## src/rtl/alsu_result_fifo.sv

```systemverilog
// Result capture FIFO behind the ALSU output register, with optional running statistics.
// Define ALSU_RESULT_STATS_EN to build the acc/invalid_cnt statistics logic.
module alsu_result_fifo #(
    parameter int unsigned DEPTH = 8,
    parameter int unsigned OUT_W = 6,
    parameter int unsigned ACC_W = 12,
    parameter int unsigned CNT_W = 8
) (
    input  logic                       i_clk,
    input  logic                       i_rst_n,
    input  logic                       i_in_valid,
    input  logic [OUT_W-1:0]           i_in_data,
    input  logic                       i_in_invalid,
    input  logic                       i_rd_en,
    input  logic                       i_clr,
    output logic                       o_rd_valid,
    output logic [OUT_W-1:0]           o_rd_data,
    output logic                       o_rd_invalid,
    output logic                       o_full,
    output logic                       o_empty,
    output logic [$clog2(DEPTH):0]     o_count,
    output logic                       o_overflow,
    output logic [ACC_W-1:0]           o_acc,
    output logic [CNT_W-1:0]           o_invalid_cnt
);

    localparam int unsigned AW = $clog2(DEPTH);
    localparam int unsigned CW = AW + 1;

    logic [OUT_W:0]   r_mem [DEPTH];
    logic [AW-1:0]    r_wr_ptr;
    logic [AW-1:0]    r_rd_ptr;
    logic [CW-1:0]    r_count;
    logic             r_rd_valid;
    logic [OUT_W-1:0] r_rd_data;
    logic             r_rd_invalid;
    logic             r_overflow;

    logic w_full;
    logic w_empty;
    logic w_push;
    logic w_pop;
    logic w_drop;

    assign w_full  = (r_count == CW'(DEPTH));
    assign w_empty = (r_count == '0);
    // A full FIFO still accepts a write when the head is popped in the same cycle.
    assign w_push  = i_in_valid && (!w_full || i_rd_en);
    assign w_pop   = i_rd_en && !w_empty;
    assign w_drop  = i_in_valid && w_full && !i_rd_en;

    always_ff @(posedge i_clk) begin
        if (w_push) begin
            r_mem[r_wr_ptr] <= {i_in_invalid, i_in_data};
        end
    end

    always_ff @(posedge i_clk or negedge i_rst_n) begin
        if (!i_rst_n) begin
            r_wr_ptr     <= '0;
            r_rd_ptr     <= '0;
            r_count      <= '0;
            r_rd_valid   <= 1'b0;
            r_rd_data    <= '0;
            r_rd_invalid <= 1'b0;
            r_overflow   <= 1'b0;
        end else begin
            r_rd_valid <= w_pop;
            if (w_push) begin
                r_wr_ptr <= r_wr_ptr + 1'b1;
            end
            if (w_pop) begin
                r_rd_ptr     <= r_rd_ptr + 1'b1;
                r_rd_data    <= r_mem[r_rd_ptr][OUT_W-1:0];
                r_rd_invalid <= r_mem[r_rd_ptr][OUT_W];
            end
            if (w_push && !w_pop) begin
                r_count <= r_count + 1'b1;
            end else if (w_pop && !w_push) begin
                r_count <= r_count - 1'b1;
            end
            if (i_clr) begin
                r_overflow <= 1'b0;
            end else if (w_drop) begin
                r_overflow <= 1'b1;
            end
        end
    end

`ifdef ALSU_RESULT_STATS_EN
    logic [ACC_W-1:0] r_acc;
    logic [CNT_W-1:0] r_invalid_cnt;
    logic [ACC_W-1:0] w_data_ext;

    assign w_data_ext = ACC_W'($signed(i_in_data));

    // Dropped writes still count toward the statistics.
    always_ff @(posedge i_clk or negedge i_rst_n) begin
        if (!i_rst_n) begin
            r_acc         <= '0;
            r_invalid_cnt <= '0;
        end else if (i_clr) begin
            r_acc         <= '0;
            r_invalid_cnt <= '0;
        end else if (i_in_valid) begin
            if (i_in_invalid) begin
                if (r_invalid_cnt != {CNT_W{1'b1}}) begin
                    r_invalid_cnt <= r_invalid_cnt + 1'b1;
                end
            end else begin
                r_acc <= r_acc + w_data_ext;
            end
        end
    end

    assign o_acc         = r_acc;
    assign o_invalid_cnt = r_invalid_cnt;
`else
    assign o_acc         = '0;
    assign o_invalid_cnt = '0;
`endif

    assign o_rd_valid   = r_rd_valid;
    assign o_rd_data    = r_rd_data;
    assign o_rd_invalid = r_rd_invalid;
    assign o_full       = w_full;
    assign o_empty      = w_empty;
    assign o_count      = r_count;
    assign o_overflow   = r_overflow;

endmodule

```

## config.mk

```make
export PLATFORM = sky130hd
export DESIGN_NAME = alsu_result_fifo
export DESIGN_NICKNAME = d
export VERILOG_FILES = /design/src/rtl/alsu_result_fifo.sv
export SDC_FILE = /design/constraint.sdc
export NUM_CORES = 1
export LEC_CHECK = 0
export CAP_MARGIN = 20
export CORE_MARGIN = 4
export CORE_UTILIZATION = 51
export CTS_BUF_LIST = sky130_fd_sc_hd__clkbuf_4 sky130_fd_sc_hd__clkbuf_8
export CTS_CLUSTER_DIAMETER = 200
export DETAILED_ROUTE_END_ITERATION = 8
export PLACE_DENSITY = 0.78
export SLEW_MARGIN = 20
export SYNTH_ARGS = -nofsm -noshare
export SYNTH_HDL_FRONTEND = slang
export SYNTH_SLANG_ARGS = --single-unit
```

## constraint.sdc

```tcl
create_clock -name i_clk -period 2.6 [get_ports i_clk]
set_input_delay 0.26 -clock i_clk [delete_from_list [all_inputs] [get_ports i_clk]]
set_output_delay 0.26 -clock i_clk [all_outputs]
set_load 0.02 [all_outputs]
```

* After elaboration in Yosys (flattened, before gate mapping)
Memories as Yosys holds them, arrays and structs flattened. A register that Yosys moved wholly into a read port is not among the register bits.
Cells that the tools add are included.
Widths: inputs -> output; s select.
** Storage, ports and cells
- Output and inout port bits :: 35
- Input bits :: 12
- Register bits :: 12
- Memories kept :: 1
- Logic and storage cells :: 33
- RAM bits :: 56
** Cells by class
- Multiplexer cells :: 6
- Equality and inequality tests :: 1
- Reductions and logical operators :: 16
- Add/subtract/negate cells :: 4
** Memory list
- r_mem :: words 8, width 7, rd ports 1, clocked after Yosys merged registers in 1, write ports 1, line 30 : logic [OUT_W:0] r_mem [DEPTH];
** Operator list (number)
- $mux 4 :: 2
- $add 3x1->3 const B :: 2
- $logic_and 1x1->1 :: 6
- $logic_not 1->1 :: 6
- $add 4x1->4 const B :: 1
- $eq 4x4->1 const B :: 1
- $logic_not 4->1 :: 1
- $mux 1 :: 4
- $reduce_bool 2->1 :: 2
- $sub 4x1->4 const B :: 1
- $logic_or 1x1->1 :: 1

* Logic depth before layout (Yosys ltp)
- Word-level depth :: 8
- Mapped depth :: 11
- Mapped depth without buffers :: 11

* Worst setup path before layout
No wires, ideal clock.
- Path type :: flip-flop to flip-flop
- Start :: register r_count[1] (netlist: o_count[1])
- End :: register r_count[3] (netlist: o_count[3])
- Stages on the path, launching flop included :: 11
- Clock period less this slack :: 2737 ps
- Path buffers :: 0
- Setup slack :: -137 ps
- Arrival time :: 2601 ps
- Path through :: dfrtp_1 > nor4b_4 > nand2_2 > nand2_4 > inv_4 > ha_1 > inv_1 > ha_1 > a21o_1 > a2111oi_0 > o31ai_1
** On the way
- Cells in the longest elaborated chain, start to end :: 7
- Elaborated cells on any way between the ends :: 16
** Ends and longest elaborated chain
- start, declared :: line 33 : logic [CW-1:0] r_count;
- start signal, assigned :: line 78 : r_count <= r_count + 1'b1;
- start signal, assigned :: line 80 : r_count <= r_count - 1'b1;
- $eq 4x4->1 (*) :: line 45 : assign w_full = (r_count == CW'(DEPTH));
- net o_full :: line 19 : output logic o_full,
- $logic_not 1->1 (*) :: line 48 : assign w_push = i_in_valid && (!w_full || i_rd_en);
- $logic_or 1x1->1 (*) :: line 48
- $logic_and 1x1->1 (*) :: line 48
- net w_push :: line 41 : logic w_push;
- $logic_not 1->1 :: line 79 : end else if (w_pop && !w_push) begin
- $logic_and 1x1->1 :: line 79
- $reduce_bool 2->1 (no source line)
The timed path passes the listed nets; every way through them passes the cells marked *. The select of a mux whose other input is x is not followed.
A chain may end at the register's enable or synchronous reset.

* Worst setup path in the final report
- Start :: register r_count[0] (netlist: o_count[0])
- End :: register r_count[3] (netlist: o_count[3])
** On the way
- Cells in the longest elaborated chain, start to end :: 7
- Elaborated cells on any way between the ends :: 16
** Ends and longest elaborated chain (line)
- $eq 4x4->1 (*) :: 45
- $logic_not 1->1 (*) :: 48
- $logic_or 1x1->1 (*) :: 48
- $logic_and 1x1->1 (*) :: 48
- net w_push :: 41
- $logic_not 1->1 :: 79
- $logic_and 1x1->1 :: 79
- $reduce_bool 2->1 (no source line)
Marked as above.

==> impl_metrics.ini <==
[flow_run]
drv_cap = 0

[setup_path]
rr_endpoint = o_count[3]
critPathMaxStageDelay_ns = 0.47
r2r_slack_ns = 0.12
worst_ep_required_time_ns = 2.82
path_max_fanout = 6
worstRegToRegCells = 10
r2r-start = o_count[0]
arrival_ns = 2.70
worstSetupEndpointType = register
crit_chain = nor4b_4, nand2_2, nand2_4, inv_4, ha_1, inv_2, ha_1, a21o_1, a2111oi_4, o31ai_1
critPathKind = reg2reg
cp_common_cell = ha_1
startpoint_type = register
slowest_stage = dfrtp_2

[status]
outcome = completed

[yosys]
synth_edf_count = 56
synth-xor-area-share = 0.01610
synth_area_per_cell_um2 = 15.04
synth_top_family_by_area = multiplexers
yosys_most_used_dff = edfxtp_1
ys_warn_count = 0
synth-simple-area-share = 0.06133
muxShareOfSynthArea = 0.1023
yosys.area_share.adder = 0.02530
synth_seq_area_share = 0.6608
syn-instance-count = 217
yosysUniqueCellTypes = 35
synthArstFlopShare = 0.2533
synth_compound_area_frac = 0.06784
synth_area_mm2 = 0.003264
ys_ff_latch = 75

[routing]
wl_per_cell_um = 16.01
drt_iter0_markers = 93
finalWirelength_mm = 5.476
final_antenna_net_count = 0
dr.pass1.iters = 4
vias_per_cell = 5.260
vias = 1799
drc = 0

[global_routing]
grt_max_degree = 31
grt_overflow_total = 0
grt_pass1_vias = 1744
grt_pass1_wl_mm = 8.845
grt_usage = 0.1544
antenna_found_initial = 0

[placed_design]
io_buffers = 26
dpl_cell_area_mm2 = 0.003588
gp_congestion = 0.7879
pre_cts_ws_ns = 0.08383
placed_cells = 322
hpwl_mm = 3.833

[pwr]
powerDensity_mw_per_mm2 = 1097
vdd_drop_max_v = 0.0006278
power_leakage_nw = 1.439
power_mw = 4.180

[timing]
drv_slew = 0
fmax_mhz = 402.6
tightest_slew_ns = 0.8276
setup_ws_ns = 0.1164
finalHoldViolCount = 0
hold_ws_ns = 0.3940
tns_ns = 0
finalCriticalPeriod_ns = 2.484
setup_viol = 0
relSlewSlack = 0.4466
fin_crit_sh = 0.9552
clock_skew_ns = 0.007049

[clock_network]
cts_tree = yes
clock-sinks = 75
cts_buffers = 9
path_clk_slew_ns = 0.08
clk_latency_ns = 0.34
ctsHtreeMaxLevel = 3
clockRootBuffer = clkbuf_8
cts_max_path_buffers = 2

[worst_hold_path]
hp-class = in2async

[final_layout]
fin_cells = 342
fin_area_mm2 = 0.003811
syn_to_final_growth_pct = 16.75
fin_util = 0.6288
diodes = 0
final_common_cell = edfxtp_1
nets = 280
mostFrequentLayoutCells = edfxtp_1, clkdlybuf4s50_1, conb_1
layout-drive-gt1-share = 0.2247

[floorplanning]
initial_core_util = 0.5386
fp.coreArea_mm2 = 0.006061
io_pins = 47
rows = 28
design.die.area_mm2 = 0.007745
dieHeight_um = 88.01
die_w_um = 88.01
==> flip-flops by register name (all words and copies together) (netlist names) <==
register      count
o_overflow        1
o_rd_data         6
r_mem            56
o_rd_invalid      1
o_count           4
r_rd_ptr          3
o_rd_valid        1
r_wr_ptr          3
==> how the worst max path moves through the flow <==
stage	slack [ns]	from	end	depth (start not counted)
global placement	0.19	i_rd_en	o_count[3]	11
finish	0.12	o_count[0]	o_count[3]	10
floorplan	0.01	o_count[2]	o_count[3]	10
CTS	0.09	o_count[0]	o_count[3]	10
detailed placement	0.08	i_rd_en	o_count[3]	11
global route	-0.001	o_count[0]	o_count[3]	11
==> metal layers <==
metal  part of all wire  routed length (um)  global-route usage  up-vias
met1               0.47                2600              0.2103      886
met2               0.46                2539              0.2377       43
met5                  0                   0                   0        -
li1                   -                   -                   -      862
met4              0.016                  89             0.06276        0
met3              0.045                 247             0.03951        8
==> synth_stat cells, types with 2 or more instances <==
library cell / number / area share
a221o_1: 7 / 0.021
o22ai_1: 7 / 0.013
clkbuf_1: 2 / 0.0023
nand2b_1: 3 / 0.0057
ha_1: 5 / 0.019
xnor2_1: 5 / 0.013
mux2i_1: 15 / 0.046
o21ai_1: 3 / 0.0046
o21ai_0: 6 / 0.0092
buf_6: 2 / 0.0069
inv_1: 2 / 0.0023
dfrtp_1: 19 / 0.15
nor2_1: 5 / 0.0057
mux2_2: 15 / 0.052
nor4_1: 2 / 0.0038
edfxtp_1: 56 / 0.52
buf_4: 22 / 0.051
nor3_1: 7 / 0.011
nand2_1: 18 / 0.021
==> kinds of logic after synthesis <==
group,count (synthesis)
xor+xnor,6
other cells,1
mux,31
fa+ha+maj,6
flops,75
simple gates,39
compound gates,29
buf+inv,30
==> final cells by class <==
class | count | area, um^2
repair buffers | 41 | 372.9
flip-flops and latches | 75 | 2162
clock buffers | 9 | 123.9
inverters | 4 | 17.52
fillers | 460 | 2250
multi-input cells | 131 | 988.4
clock inverters | 7 | 52.55
well taps | 75 | 93.84
==> worst max-delay path: cells and delay by family (launching register included) <==
kind / cells / cell delay (ns)
AO/OA/AOI/OAI: 3 / 0.69
buffers and inverters: 2 / 0.15
AND/OR/NAND/NOR: 3 / 0.58
adder cells (fa/ha/maj): 2 / 0.46
flip-flops: 1 / 0.47
==> repair_timing <==
action / 4_1_cts / 5_1_grt
endpoints found under the setup margin: 0 / 1
gates resized for setup: 0 / 2
setup buffers: 0 / 4
hold buffers: 0 / 0
==> report_power, final <==
part	total [mW]	switching, mW	internal [mW]
Sequential	1.78	0.210	1.57
Clock	0.799	0.447	0.353
Combinational	1.60	0.830	0.770
Total	4.18	1.49	2.69
No activity file was read; power rests on OpenSTA's default activity.
